`config.mk`:
```
export PLATFORM = sky130hd
export DESIGN_NAME = pwm_ctrl
export DESIGN_NICKNAME = d
export VERILOG_FILES = /design/src/rtl/pwm_ctrl.sv
export SDC_FILE = /design/constraint.sdc
export NUM_CORES = 1
export LEC_CHECK = 0
export ABC_AREA = 1
export ABC_CLOCK_PERIOD_IN_PS = 4500
export CORE_MARGIN = 5
export CORE_UTILIZATION = 48
export DETAILED_ROUTE_END_ITERATION = 8
export GPL_TIMING_DRIVEN = 0
export MAX_ROUTING_LAYER = met4
export PLACE_DENSITY = 0.74
export SLEW_MARGIN = 30
export SYNTH_ARGS = -nofsm -noshare
export SYNTH_HDL_FRONTEND = slang
export SYNTH_SLANG_ARGS = --single-unit
```
`constraint.sdc`:
```
create_clock -name clk_in -period 4.5 [get_ports clk_in]
set_clock_uncertainty 0.15 [all_clocks]
set_input_delay 0.9 -clock clk_in [delete_from_list [all_inputs] [get_ports clk_in]]
set_output_delay 0.9 -clock clk_in [all_outputs]
set_load 0.03 [all_outputs]
```
`src/rtl/pwm_ctrl.sv`:
```
// PWM control stage around a free-running period counter.
// Owns the active period/duty, a one-deep shadow register loaded through a
// valid/ready handshake, and the run/stop state machine. New settings and
// start/stop take effect only on counter wrap boundaries.
module pwm_ctrl #(
  parameter int unsigned WIDTH          = 32,
  parameter int unsigned DEFAULT_PERIOD = 1000
) (
  input  logic             clk_in,
  input  logic             rst_in,
  input  logic [WIDTH-1:0] count_in,
  input  logic             cfg_valid_in,
  output logic             cfg_ready_out,
  input  logic [WIDTH-1:0] cfg_period_in,
  input  logic [WIDTH-1:0] cfg_duty_in,
  input  logic             enable_in,
  output logic [WIDTH-1:0] period_out,
  output logic             count_rst_out,
  output logic             pwm_out,
  output logic             wrap_out,
  output logic             busy_out
);

  localparam logic [WIDTH-1:0] ONE        = WIDTH'(1);
  localparam logic [WIDTH-1:0] RST_PERIOD = WIDTH'(DEFAULT_PERIOD);

  typedef enum logic [1:0] {
    IDLE     = 2'd0,
    ARMED    = 2'd1,
    RUN      = 2'd2,
    STOPPING = 2'd3
  } state_t;

  state_t           state;
  logic [WIDTH-1:0] active_duty;
  logic [WIDTH-1:0] shadow_period;
  logic [WIDTH-1:0] shadow_duty;
  logic             pending;
  logic             wrap;
  logic             accept;
  logic             apply;
  logic             gen_active;

  // A zero period would never wrap; the smallest legal period is one cycle.
  function automatic logic [WIDTH-1:0] clamp_period(input logic [WIDTH-1:0] p);
    return (p == '0) ? ONE : p;
  endfunction

  assign wrap          = (count_in == (period_out - ONE));
  assign cfg_ready_out = !pending;
  assign accept        = cfg_valid_in && !pending && !rst_in;
  // Idle has no cycle to tear, so a pending shadow goes live at once.
  assign apply         = pending && ((state == IDLE) || wrap);
  assign gen_active    = (state == RUN) || (state == STOPPING);

  // Shadow payload capture; only meaningful while pending is set.
  always_ff @(posedge clk_in) begin
    if (accept) begin
      shadow_period <= clamp_period(cfg_period_in);
      shadow_duty   <= cfg_duty_in;
    end
  end

  // Control state, active settings and registered outputs.
  always_ff @(posedge clk_in) begin
    if (rst_in) begin
      state         <= IDLE;
      period_out    <= RST_PERIOD;
      active_duty   <= '0;
      pending       <= 1'b0;
      pwm_out       <= 1'b0;
      wrap_out      <= 1'b0;
      count_rst_out <= 1'b0;
      busy_out      <= 1'b0;
    end else begin
      wrap_out      <= wrap;
      pwm_out       <= gen_active && (count_in < active_duty);
      count_rst_out <= pending && (state == IDLE);

      if (apply) begin
        period_out  <= shadow_period;
        active_duty <= shadow_duty;
        pending     <= 1'b0;
      end else if (accept) begin
        pending     <= 1'b1;
      end

      case (state)
        IDLE: begin
          if (enable_in) begin
            state    <= ARMED;
            busy_out <= 1'b1;
          end
        end
        ARMED: begin
          if (!enable_in) begin
            state    <= IDLE;
            busy_out <= 1'b0;
          end else if (wrap) begin
            state    <= RUN;
          end
        end
        RUN: begin
          if (!enable_in) begin
            state <= STOPPING;
          end
        end
        STOPPING: begin
          if (enable_in) begin
            state    <= RUN;
          end else if (wrap) begin
            state    <= IDLE;
            busy_out <= 1'b0;
          end
        end
        default: begin
          state    <= IDLE;
          busy_out <= 1'b0;
        end
      endcase
    end
  end

endmodule

```
==> results of run 1 <==
worst max-delay path: stages:
cell and delay, ns:
clkdlybuf4s50_1 0.57, xor2_1 0.32, nand3b_1 0.15, nand2_1 0.07
nor2_1 0.09, nand2_1 0.05, nor2_1 0.10, nand3_1 0.13
nor2_1 0.18, nand3_2 0.13, nand2_2 0.18, buf_2 0.24
buf_4 0.23, nand3b_1 0.09, nand2_1 0.10, nor2_1 0.05
per-layer routing:
| layer | vias to the layer above | track usage, % | wire length [um] |
|---|---|---|---|
| li1 | 3265 | - | - |
| met1 | 2939 | 30.7 | 8970 |
| met2 | 183 | 37.0 | 9350 |
| met3 | 29 | 4.45 | 1060 |
| met4 | 0 | 8.03 | 514 |
| met5 | - | - | 0 |
metrics by stage:
| stage | cells | utilization (%) |
|---|---|---|
| final | 1276 | 63.2 |
| after global routing | 1276 | 63.2 |
| after CTS | 1276 | 63.2 |
| after detailed placement | 1244 | 59.5 |
| after global placement | 1241 | 58.9 |
| after floorplan | 917 | - |
cells in the mapped netlist:
master,instances
nand2_1,202
nor2_1,192
inv_1,87
dfxtp_1,71
edfxtp_1,64
nand3b_1,64
clkbuf_1,37
nand3_1,37
ha_1,32
xor2_1,20
nand4_1,16
a21oi_1,15
o21ai_0,11
nor4_1,8
buf_1,7
buf_6,7
nor2_2,7
buf_2,6
o21bai_1,5
nor3_1,4
xnor2_1,4
o211ai_1,3
a21boi_0,2
buf_4,2
nand2_2,2
a2111oi_0,1
a211oi_1,1
a31oi_1,1
inv_2,1
nand2_4,1
nand3_2,1
nor2_4,1
o2111ai_1,1
o21ai_1,1
o31ai_1,1
or2_1,1
xnor3_1,1
cell type report:
cell class                 count  area, um^2
inverter                      88         330
timing repair buffer         139        1440
clock inverter                 8        72.6
tap                          188         235
sequential                   135        3340
buffer                        59         289
clock buffer                  24         482
multi-input combinational    635        3300
fill                        1319        5540
sequential cells by signal, indices dropped and copies added (netlist names), named ones only:
register and count:
shadow_period 32, busy_out 1, active_duty 32, pending 1, wrap_out 1, period_out 32, count_rst_out 1, shadow_duty 32
pwm_out 1, state 1
worst paths after layout:
check | cells past startpoint | slack, ns | end | from
worst max-delay path | 16 | 1.08 | active_duty[30] | count_in[13]
worst max register to register | 19 | 1.25 | active_duty[30] | period_out[0]
worst min-delay path | 2 | 0.29 | period_out[8] | shadow_period[8]
worst min register to register | 2 | 0.29 | period_out[8] | shadow_period[8]
power by group:
part | total [uW] | internal [uW] | switching [uW]
combinational | 802 | 341 | 461
clock | 1300 | 800 | 496
sequential | 1460 | 1380 | 80.8
total | 3560 | 2520 | 1040
logic make-up after synthesis:
family,count (synthesis),share of synthesized area (%)
XOR/XNOR,25,3.21
AO/OA/AOI/OAI,42,3.43
flip-flops,135,46.1
buffers and inverters,147,8.54
AND/OR/NAND/NOR,536,33.2
adder cells (fa/ha/maj),32,5.52
==> key figures, run 1 <==
Outcome
  • Outcome: finished clean

Placement
  • Placer Congestion: 0.918
  • Dpl ws: 0.664 ns
  • Port bufs: 136
  • Placed cell areas: 0.00894 mm^2
  • DP HPWL: 16100 um

Routing
  • Vias/cell: 5.03
  • Final ANT Viol Nets: 0
  • DRT iter0 DRCs: 469
  • DRC: 0
  • Total number of vias: 6416
  • Drt wl/cell: 15.6 um
  • First-pass DRT Iterations: 5
  • DRT Wirelength: 19900 um

Synthesis
  • Synth Warn #: 0
  • Leading area contributor after synthesis: edfxtp_1
  • Seq cells post-synth: 135
  • Top cells by area, synth: edfxtp_1 (26%), dfxtp_1 (20%), nand2_1 (10%), nor2_1 (9.9%), nand3b_1 (6.6%)
  • Seq/Total Area, Yosys: 46.1%
  • Syn avg cell area: 7.91 um^2
  • Top cell type's share of synthesized area: 26.5%
  • Synthesized area: 0.00725 mm^2
  • Net Count, Synth: 1049
  • Post-synth cell types: 37
  • Mapped Cells: 917

CTS
  • Resize count post-CTS: 0
  • CTS tree: done
  • Htree depth: 4
  • TritonCTS Buffers: 17
  • CTS root buf: clkbuf_16
  • Worst-path clk slew: 0.06 ns
  • # hold bufs at CTS: 0
  • Clk sinks: 135
  • Max Root-Sink Buffers: 2
  • # Post-CTS Setup Buffers: 0
  • Clk Latency, worst-skew pair: 0.41 ns

Power and ir drop
  • Static Leak: 0.00396 uW
  • Power Dens Cells: 375 mW/mm^2
  • Worst VDD drop: 254 uV
  • Pwr Total: 3560 uW

Floorplanning
  • Core ar.: 0.0150 mm^2
  • Initial Utilization: 48.3%
  • Die Footprint: 0.0177 mm^2
  • DIE HEIGHT: 133 um
  • Die width: 133 um
  • Ports: 137
  • Rows: 45

Setup path
  • CP Launch Type: input pin
  • Arr. time, crit path: 3.59 ns
  • Worst setup path class: in2reg
  • CP required: 4.66 ns
  • Crit Path Max Fanout: 10
  • CP Capture Type: register

Cells and area
  • Layout cell share with drive strength beyond 1: 5.33%
  • Area grow syn2layout: 30.9%
  • Design area: 0.00950 mm^2
  • Most common cell after layout, fill and taps aside: nand2_1
  • Most frequent cells in the layout: nand2_1 (202), nor2_1 (191), clkdlybuf4s50_1 (136)
  • Layout net count: 1207
  • ANT cells: 0

GRT
  • First-pass GRT wire length: 31300 um
  • Antenna violations before repair: 0
  • Global route total overflow: 0
  • Gr usage total: 23.6%
  • Largest net degree at the start of global routing: 26
  • Vias in the first global route: 6088

STA
  • Setup violators final: 0
  • Setup tns final: 0 ns
  • Setup WS post-layout: 1.08 ns
  • Slew @ Worst Pin: 0.647 ns
  • Final worst path period need: 3.42 ns
  • Worst hold margin: 0.295 ns
  • Slew Limit Fails: 0
  • RSZ-0062 raised after global routing: no
  • Period utilisation layout: 76.1%
  • FMAX: 292 MHz
  • Max_slew headroom: 56.9%
  • Fin. Hold Viols: 0

Min path
  • Hold Path Class: reg2reg

Job
  • Max-capacitance violation count: 0
Note: power is estimated with default switching activity, not from simulation.
==> run 2, diff against run 1 <==
--- a/config.mk
+++ b/config.mk
@@ -6,13 +6,13 @@
 export NUM_CORES = 1
 export LEC_CHECK = 0
 export ABC_AREA = 1
-export ABC_CLOCK_PERIOD_IN_PS = 4500
+export ABC_CLOCK_PERIOD_IN_PS = 3300
 export CORE_MARGIN = 5
-export CORE_UTILIZATION = 48
+export CORE_UTILIZATION = 53
 export DETAILED_ROUTE_END_ITERATION = 8
 export GPL_TIMING_DRIVEN = 0
 export MAX_ROUTING_LAYER = met4
-export PLACE_DENSITY = 0.74
+export PLACE_DENSITY = 0.78
 export SLEW_MARGIN = 30
 export SYNTH_ARGS = -nofsm -noshare
 export SYNTH_HDL_FRONTEND = slang
==> constraint.sdc (replaced) <==
create_clock -name clk_in -period 3.3 [get_ports clk_in]
set_clock_uncertainty 0.15 [all_clocks]
set_input_delay 0.66 -clock clk_in [delete_from_list [all_inputs] [get_ports clk_in]]
set_output_delay 0.66 -clock clk_in [all_outputs]
set_load 0.03 [all_outputs]
==> run 2 against run 1 <==
Compared with the run above:
- global-route usage up 1.4 points
- via count down 0.26%
- final cell count down 1.0%
- sequential power up 36%
- register-to-register slack worse by 1.0 ns
- total power up 43%
- worst setup slack worse by 0.87 ns
- clock power up 53%
- non-clock buffer count down 1
- critical path depth down 9
==> key figures, run 2 (synthesis results as in run 1) <==
CTS
  • Htree depth: 4
  • Resize count post-CTS: 0
  • CTS tree: done
  • TritonCTS Buffers: 17
  • Worst-path clk slew: 0.06 ns
  • # hold bufs at CTS: 0
  • Clk Latency, worst-skew pair: 0.42 ns
  • Max Root-Sink Buffers: 2
  • Clk sinks: 135
  • # Post-CTS Setup Buffers: 0
  • CTS root buf: clkbuf_16

Setup path
  • CP Capture Type: register
  • Crit path launch: rst_in
  • Crit-path cells: clkdlybuf4s50_1 -> inv_1 -> clkbuf_1 -> nand2_1 -> nor2_4 -> buf_16 -> buf_16
  • Worst setup path class: in2reg
  • Worst r2r src: period_out[12]
  • CP required: 3.27 ns
  • Arr. time, crit path: 3.06 ns
  • Crit-path slowest cell: clkdlybuf4s50_1
  • CP max stage delay: 0.54 ns
  • CP dominant cell by count: buf_16
  • CP Launch Type: input pin
  • Crit Path Max Fanout: 26

Power and ir drop
  • Power Dens Cells: 532 mW/mm^2
  • Pwr Total: 5080 uW
  • Static Leak: 0.00399 uW
  • Worst VDD drop: 441 uV

Routing
  • DRT Wirelength: 19500 um
  • DRC: 0
  • Final ANT Viol Nets: 0
  • Drt wl/cell: 15.4 um
  • Total number of vias: 6399
  • Vias/cell: 5.07
  • First-pass DRT Iterations: 6
  • DRT iter0 DRCs: 419

Job
  • Max-capacitance violation count: 0

STA
  • Period utilisation layout: 93.7%
  • Final worst path period need: 3.09 ns
  • Max_slew headroom: 55.0%
  • Fin. Hold Viols: 0
  • FMAX: 324 MHz
  • Slew Limit Fails: 0
  • Slew @ Worst Pin: 0.675 ns
  • Setup violators final: 0
  • RSZ-0062 raised after global routing: no

Floorplanning
  • Die Footprint: 0.0161 mm^2
  • Initial Utilization: 54.3%
  • Die width: 127 um
  • DIE HEIGHT: 127 um
  • Core ar.: 0.0133 mm^2
  • Ports: 137
  • Rows: 42

Min path
  • Hold Path Class: reg2reg
  • Hold_sp: shadow_period[5]

Cells and area
  • Filler instances: 1087
  • Layout net count: 1206
  • Most common cell after layout, fill and taps aside: nand2_1
  • Most frequent cells in the layout: nand2_1 (202), nor2_1 (187), clkdlybuf4s50_1 (136)
  • Area grow syn2layout: 31.7%
  • Design area: 0.00956 mm^2
  • Layout cell share with drive strength beyond 1: 6.26%
  • Final Util: 71.6%
  • Fin cells: 1263
  • ANT cells: 0

GRT
  • Gr usage total: 24.9%
  • Global route total overflow: 0
  • Antenna violations before repair: 0
  • First-pass GRT wire length: 30400 um
  • Largest net degree at the start of global routing: 27
  • Vias in the first global route: 6040

Placement
  • Placed cell areas: 0.00890 mm^2
  • DP HPWL: 15600 um
  • Placed Cells: 1231
  • Placer Congestion: 0.991
  • Port bufs: 136

Outcome
  • Outcome: finished clean
## run 2: cell count changes in the layout (fill, tap and decap cells not counted), sizes merged
cell	previous run	this run
clkinv	5	4
buf	25	23
inv	89	93
bufinv	1	4
clkbuf	61	56
## run 2: area by class of cell
| class | count | area (um^2) | area share, % |
|---|---|---|---|
| Sequential cell | 135 | 3340 | 35.0 |
| Multi-Input combinational cell | 635 | 3330 | 34.9 |
| Timing Repair Buffer | 138 | 1420 | 14.8 |
| Clock buffer | 18 | 429 | 4.49 |
| Inverter | 88 | 330 | 3.46 |
| Buffer | 59 | 292 | 3.05 |
| Tap cell | 176 | 220 | 2.30 |
| Clock inverter | 14 | 194 | 2.03 |
## run 2: per-stage QoR
stage | setup WS (ns) | hold slack [ns] | setup TNS (ns)
final | 0.209 | 0.293 | 0
after global routing | 0.0256 | 0.324 | 0
after CTS | 0.00497 | 0.294 | 0
after detailed placement | -0.263 | 0.285 | -12.97
after global placement | -0.691 | 0.275 | -51.86
after floorplan | 0.511 | 0.272 | 0
## run 2: final timing paths
check	to	slack, ns	cells past startpoint
min	period_out[5]	0.29	2
min reg2reg	period_out[5]	0.29	2
max	shadow_duty[21]	0.21	7
max reg2reg	active_duty[30]	0.25	15
## run 2: per-layer routing
| metal | up-vias | GRT usage [%] | wire (um) |
|---|---|---|---|
| li1 | 3268 | - | - |
| met1 | 2870 | 31.7 | 8470 |
| met2 | 217 | 39.9 | 9140 |
| met3 | 44 | 4.63 | 1310 |
| met4 | 0 | 9.40 | 586 |
| met5 | - | - | 0 |
## run 2: critical path: cells and delay by family
family                 cells  cell delay, ns
buffers and inverters      5            1.70
and+or+nand+nor            2            0.67
## run 2: where the power goes
group / total (uW) / internal, uW / switching (uW) / leakage [uW]
combinational: 1100 / 466 / 629 / 0.00250
clock: 1990 / 1270 / 722 / 0.000307
sequential: 1990 / 1880 / 111 / 0.00118
==> run 3, diff against run 2 <==
--- a/config.mk
+++ b/config.mk
@@ -8,11 +8,11 @@
 export ABC_AREA = 1
 export ABC_CLOCK_PERIOD_IN_PS = 3300
 export CORE_MARGIN = 5
-export CORE_UTILIZATION = 53
+export CORE_UTILIZATION = 41
 export DETAILED_ROUTE_END_ITERATION = 8
 export GPL_TIMING_DRIVEN = 0
 export MAX_ROUTING_LAYER = met4
-export PLACE_DENSITY = 0.78
+export PLACE_DENSITY = 0.62
 export SLEW_MARGIN = 30
 export SYNTH_ARGS = -nofsm -noshare
 export SYNTH_HDL_FRONTEND = slang
==> run 3 against run 2 <==
Compared with the run above:
- largest power group unchanged
- wire length grew 5.6%
- critical path type unchanged
- critical endpoint is now shadow_duty[24]
- worst hold slack gained 0.0029 ns
- non-clock buffer count grew 2
- count of clock-buffer cells in the layout grew 1
- first-iteration DRC count grew 0.24%
- sequential cell count is the same
- die area grew 27%
- worst setup slack lost 0.078 ns
==> key figures, run 3 (synthesis results as in run 1) <==
Outcome
  • Outcome: finished clean

Cells and area
  • Most common cell after layout, fill and taps aside: nand2_1
  • Filler instances: 1629
  • ANT cells: 0
  • Area grow syn2layout: 32.2%
  • Most frequent cells in the layout: nand2_1 (201), nor2_1 (187), clkdlybuf4s50_1 (136)
  • Layout net count: 1208
  • Layout cell share with drive strength beyond 1: 6.52%
  • Final Util: 55.3%
  • Design area: 0.00959 mm^2

CTS
  • Max Root-Sink Buffers: 2
  • Htree depth: 4
  • Worst-path clk slew: 0.06 ns
  • Clk Latency, worst-skew pair: 0.42 ns
  • # hold bufs at CTS: 0
  • CTS tree: done
  • TritonCTS Buffers: 17
  • Clk sinks: 135
  • CTS root buf: clkbuf_16

STA
  • Max_slew headroom: 59.4%
  • Final worst path period need: 3.17 ns
  • Setup WS post-layout: 0.131 ns
  • Slew @ Worst Pin: 0.609 ns
  • FMAX: 316 MHz
  • Fin. Hold Viols: 0
  • Period utilisation layout: 96.0%
  • Slew Limit Fails: 0
  • Setup violators final: 0
  • Setup tns final: 0 ns

Power and ir drop
  • Power Dens Cells: 515 mW/mm^2
  • Switching share of total power: 29.7%
  • Pint: 3470 uW
  • Combinational cell fraction of total power: 22.2%
  • Static Leak: 0.00398 uW
  • Sequential Power Share: 40.4%
  • NetSw: 1470 uW
  • Pwr Total: 4940 uW
  • Worst VDD drop: 366 uV
  • Clock power share: 37.4%

GRT
  • First-pass GRT wire length: 31700 um
  • Global route total overflow: 0
  • Largest net degree at the start of global routing: 25
  • Gr usage total: 21.0%
  • Antenna violations before repair: 0
  • Vias in the first global route: 5953

Routing
  • DRC: 0
  • First-pass DRT Iterations: 5
  • Total number of vias: 6299
  • Final ANT Viol Nets: 0
  • Routed wl met2: 9640 um
  • Vias/cell: 4.79
  • DR top layer: met4
  • Drt wl/cell: 15.7 um
  • Met1 WL: 9780 um
  • DRT iter0 DRCs: 420
  • WL met3: 973 um
  • DRT Wirelength: 20600 um

Floorplanning
  • DIE HEIGHT: 143 um
  • Ports: 137
  • Rows: 48
  • Die width: 143 um
  • Die Footprint: 0.0205 mm^2
  • Initial Utilization: 41.8%
  • Core ar.: 0.0174 mm^2

Min path
  • Hold_sp: shadow_period[3]
  • Hold Path Class: reg2reg
  • Worst Hold Depth: 2
  • Hold EP: period_out[3]

Setup path
  • Worst r2r src: period_out[0]
  • Reg2reg path depth: 20
  • Reg2reg setup slack: 0.28 ns
  • CP required: 3.28 ns
  • CP Capture Type: register
  • Crit Path Max Fanout: 24
  • Worst setup path class: in2reg
  • Arr. time, crit path: 3.14 ns
  • CP Launch Type: input pin
  • FF-to-FF End: period_out[4]

Placement
  • Port bufs: 136
  • Placed cell areas: 0.00897 mm^2
  • DP HPWL: 16800 um
  • Dpl ws: -0.296 ns
  • Placer Congestion: 0.970

Job
  • Max-capacitance violation count: 0
## run 3: cell types whose count changed in the layout (fill, tap and decap cells not counted), sizes merged
cell,previous run,this run
clkbuf,56,57
buf,23,25
clkinvlp,1,0
clkinv,4,9
bufinv,4,2
inv,93,90
## run 3: power groups by stage
stage | logic, uW | registers, uW | clock network [uW]
6_report | 1100 | 1990 | 1850
5_1_grt | 1230 | 2010 | 1950
4_1_cts | 1090 | 1990 | 1880
3_5_place_dp | 1090 | 2030 | 0
3_3_place_gp | 1060 | 2030 | 0
2_1_floorplan | 604 | 2060 | 0
## run 3: routing by layer
metal / global-route usage (%) / vias to the layer above
li1: - / 3273
met1: 28.1 / 2850
met2: 33.6 / 160
met3: 3.99 / 16
met4: 4.05 / 0
met5: - / -
## run 3: cell type report
type,instances,area [um^2],share of cell area [%]
timing repair buffer,140,1440,15.0
multi-input combinational,635,3330,34.8
inverter,88,330,3.44
clock buffer,19,443,4.62
tap,225,282,2.94
buffer,59,292,3.04
clock inverter,13,129,1.34
sequential,135,3340,34.9
## run 3: through the flow
| stage | cells | hold WS, ns |
|---|---|---|
| floorplan | 917 | 0.272 |
| global placement | 1278 | 0.283 |
| detailed placement | 1281 | 0.281 |
| CTS | 1313 | 0.294 |
| global route | 1314 | 0.325 |
| finish | 1314 | 0.296 |
## run 3: timing repair
| item | in CTS | in global routing |
|---|---|---|
| endpoints found under the hold margin | 0 | 0 |
| endpoints found under the setup margin | 0 | 62 |
| setup buffers | 0 | 1 |
| gates resized for setup | 0 | 12 |
## run 3: worst max-delay path by stage
| stage | to | slack, ns | depth (start not counted) | from |
|---|---|---|---|---|
| global placement | shadow_duty[21] | -0.72 | 5 | rst_in |
| finish | shadow_duty[24] | 0.13 | 8 | rst_in |
| global route | active_duty[30] | -0.005 | 18 | period_out[8] |
| floorplan | period_out[22] | 0.51 | 18 | period_out[0] |
| detailed placement | active_duty[30] | -0.30 | 16 | count_in[13] |
| CTS | active_duty[30] | 0.06 | 18 | period_out[8] |
## run 3: worst max-delay path, cell delays in order
cell and delay, ns:
clkdlybuf4s50_1 0.56, inv_1 0.19, clkbuf_1 0.48, nand2_1 0.18, nor2_4 0.48, buf_16 0.22
buf_8 0.17, buf_16 0.18
==> edit 1: new RTL, config.mk and constraints of run 3 <==
`WIDTH`: 32 -> 40.
--- a/src/rtl/pwm_ctrl.sv
+++ b/src/rtl/pwm_ctrl.sv
@@ -5,3 +5,3 @@
 module pwm_ctrl #(
-  parameter int unsigned WIDTH          = 32,
+  parameter int unsigned WIDTH          = 40,
   parameter int unsigned DEFAULT_PERIOD = 1000
Ports: changed (resized cfg_duty_in, cfg_period_in, count_in and period_out); port bits go from 137 to 169. No check against the original RTL was run, so the function may have changed too.
==> edit 1 against run 3 <==
- wire length rose by 22%
- worst setup slack gained 0.11 ns
- final area is 23% higher
- power up 22%
- sequential cell count up 32
- synthesized area up 24%
- sequential share of layout area up 0.16 points
==> edit 1: results (changes against run 3) <==
outcome=finished, final reports clean; placed cell area=11200 sq um (+24%); sw power=1.77 mW (+21%); combinational share of power=23.2% (+1.0 points); met3 Use GR=5.00% (+1.0 points); Commonest cells post-synth=nor2_1 (235), nand2_1 (231), inv_1 (96); top cells by area, synth=edfxtp_1 (27%), dfxtp_1 (19%), nor2_1 (9.8%); post-synthesis sequential area ratio=45.9% (-0.20 points); post-synth cell types=39 (+5.4%); pwr/cell area=507 nW/um^2 (-1.5%); CP max stage delay=0.64 ns (+0.08 ns); met2 wire len=11800 um (+23%); GRT met2 Usage=34.1% (+0.55 points); # nets final=1473 (+22%); via count=7732 (+23%); Starting DRT DRC Count=461 (+9.8%); met3 wire length=1380 um (+41%); per-cell routed wire length=15.6 um (-0.32%); Total Wirelength=25100 um (+22%); All-Layer GR Usage=20.8% (-0.18 points); PortBufs=168 (+24%); Mapped Cells=1119 (+22%); cell leakage power=4.76 nW (+20%); share of layout cells above drive strength 1=6.66% (+0.14 points); GPL Wtd Cong=0.905 (-6.7%); first-pass GRT wire length=38600 um (+22%)
-- edit 1: changes by cell type in the layout (fill, tap and decap cells not counted), sizes merged, moves of 7 or more --
| cell | change |
|---|---|
| edfxtp | +16 |
| nand3 | +7 |
| clkdlybuf4s50 | +32 |
| inv | +12 |
| dfxtp | +16 |
| clkbuf | +16 |
| nand2 | +34 |
| ha | +8 |
| nor2 | +51 |
| nand3b | +17 |
| a21oi | +8 |
| xnor2 | +14 |
-- edit 1: layout make-up --
| class | instances | area (sq um) |
|---|---|---|
| Fill cell | 2077 | 9920 |
| Sequential cell | 167 | 4140 |
| Multi-Input combinational cell | 776 | 4130 |
| Timing Repair Buffer | 172 | 1780 |
| Clock buffer | 23 | 500 |
| Inverter | 103 | 394 |
| Buffer | 72 | 389 |
| Tap cell | 280 | 350 |
| Clock inverter | 9 | 138 |
| Antenna cell | 3 | 7.51 |
-- edit 1: final timing paths --
path | slack (ns) | endpoint | cells after the start
worst max register to register | 0.27 | active_duty[38] | 19
worst min register to register | 0.30 | period_out[5] | 2
worst max-delay path | 0.24 | cfg_ready_out | 3
worst min-delay path | 0.30 | period_out[5] | 2
-- edit 1: kinds of logic after synthesis --
| logic type | synth area share (%) |
|---|---|
| AND/OR/NAND/NOR | 32.9 |
| buffers and inverters | 8.66 |
| flip-flops | 45.9 |
| AO/OA/AOI/OAI | 3.46 |
| adder cells (fa/ha/maj) | 5.54 |
| XOR/XNOR | 3.59 |
-- edit 1: worst max-delay path: cells and delay by family (launching register included) --
family   cells  cell delay, ns
buf+inv      3            1.19
flops        1            0.63
-- edit 1: repair_timing --
action,CTS,global route
endpoints found under the setup margin,1,82
resized for setup,1,8
pin swaps,0,2
endpoints found under the hold margin,0,0
==> edit 2: new RTL, flow settings as in run 3 <==
Without the edit above. The output `pwm_out` loses its register stage (`pwm_out` becomes a continuous assignment).
--- a/src/rtl/pwm_ctrl.sv
+++ b/src/rtl/pwm_ctrl.sv
@@ -70,3 +70,2 @@
       pending       <= 1'b0;
-      pwm_out       <= 1'b0;
       wrap_out      <= 1'b0;
@@ -76,3 +75,2 @@
       wrap_out      <= wrap;
-      pwm_out       <= gen_active && (count_in < active_duty);
       count_rst_out <= pending && (state == IDLE);
@@ -123,2 +121,4 @@
 
+  assign pwm_out = gen_active && (count_in < active_duty);
+
 endmodule
Formal check against the unedited RTL: not equivalent (a bounded check fails within 4 cycles, from zero or initial values and one cycle with rst_in high).
==> edit 2 against run 3 <==
- power up 5.1%
- highest routed layer unchanged
- final area up 6.6%
- sequential cell count shrank 1
- register-to-register slack better by 0.02 ns
- critical endpoint is now pwm_out
- largest cell class is now multi-input gates
- worst setup slack improved by 0.017 ns
- die area rose by 4.5%
- global-route usage increased by 0.73 points
- synthesized area grew 4.8%
- non-clock buffer count grew 5
- wire length is 8.8% higher
==> edit 2: results (changes against run 3) <==
Post-Syn Area=7600 sq um (+4.8%); placed cell area=9340 sq um (+4.1%); # nets final=1301 (+7.7%); vias in the first global route=6745 (+13%); Period minus WS final=3.15 ns (-0.0174 ns); Commonest cells post-synth=nand2_1 (242), nor2_1 (201), inv_1 (99); Synth Area in Compound Gates=3.28% (-0.16 points); first-pass GRT wire length=35100 um (+11%); CP max FO=3 (-88%); met2 wire len=10400 um (+7.5%); RR Endpoint=period_out[1]; GPL Wtd Cong=0.946 (-2.5%); post-synthesis sequential area ratio=43.7% (-2.4 points); outcome=finished, final reports clean; CP max stage delay=0.48 ns (-0.08 ns); VDD IR-drop max=0.000350 V (-4.2%); All-Layer GR Usage=21.7% (+0.73 points); GR met1 Demand/Resource=28.1% (+0.052 points); GRT met2 Usage=34.8% (+1.3 points); Data arrival, critical path=2.34 ns (-0.80 ns); Post-CTS Resized=9 (+9); Total Wirelength=22400 um (+8.8%); Synth Net Count=1137 (+8.4%); worst hold start=shadow_period[5]; worst-case reg-to-reg path depth=17 (-15%); worst setup path startpoint=count_in[21]; filler instances=1760 (+8.0%)
edit 2: changes by cell type in the layout (fill, tap and decap cells not counted), moves of 10 or more:
cell             before  now
nand2_1             201  238
clkdlybuf4s50_1     136  114
inv_1                86   98
nand3_1              36   46
dlymetal6s2s_1        0   21
edit 2: layout make-up:
| type | instances | area share (%) |
|---|---|---|
| multi-input combinational | 709 | 36.9 |
| sequential | 134 | 32.5 |
| timing repair buffer | 144 | 15.0 |
| clock buffer | 19 | 4.24 |
| inverter | 103 | 3.78 |
| buffer | 60 | 2.93 |
| tap | 229 | 2.80 |
| clock inverter | 13 | 1.77 |
| antenna | 2 | 0.0490 |
edit 2: power groups by stage:
stage / Sequential, mW / Combinational [mW] / Clock (mW)
6_report: 1.98 / 1.21 / 2.00
5_1_grt: 2.00 / 1.36 / 2.10
4_1_cts: 1.98 / 1.17 / 2.03
3_5_place_dp: 2.01 / 1.16 / 0
3_3_place_gp: 2.01 / 1.13 / 0
2_1_floorplan: 2.05 / 0.660 / 0
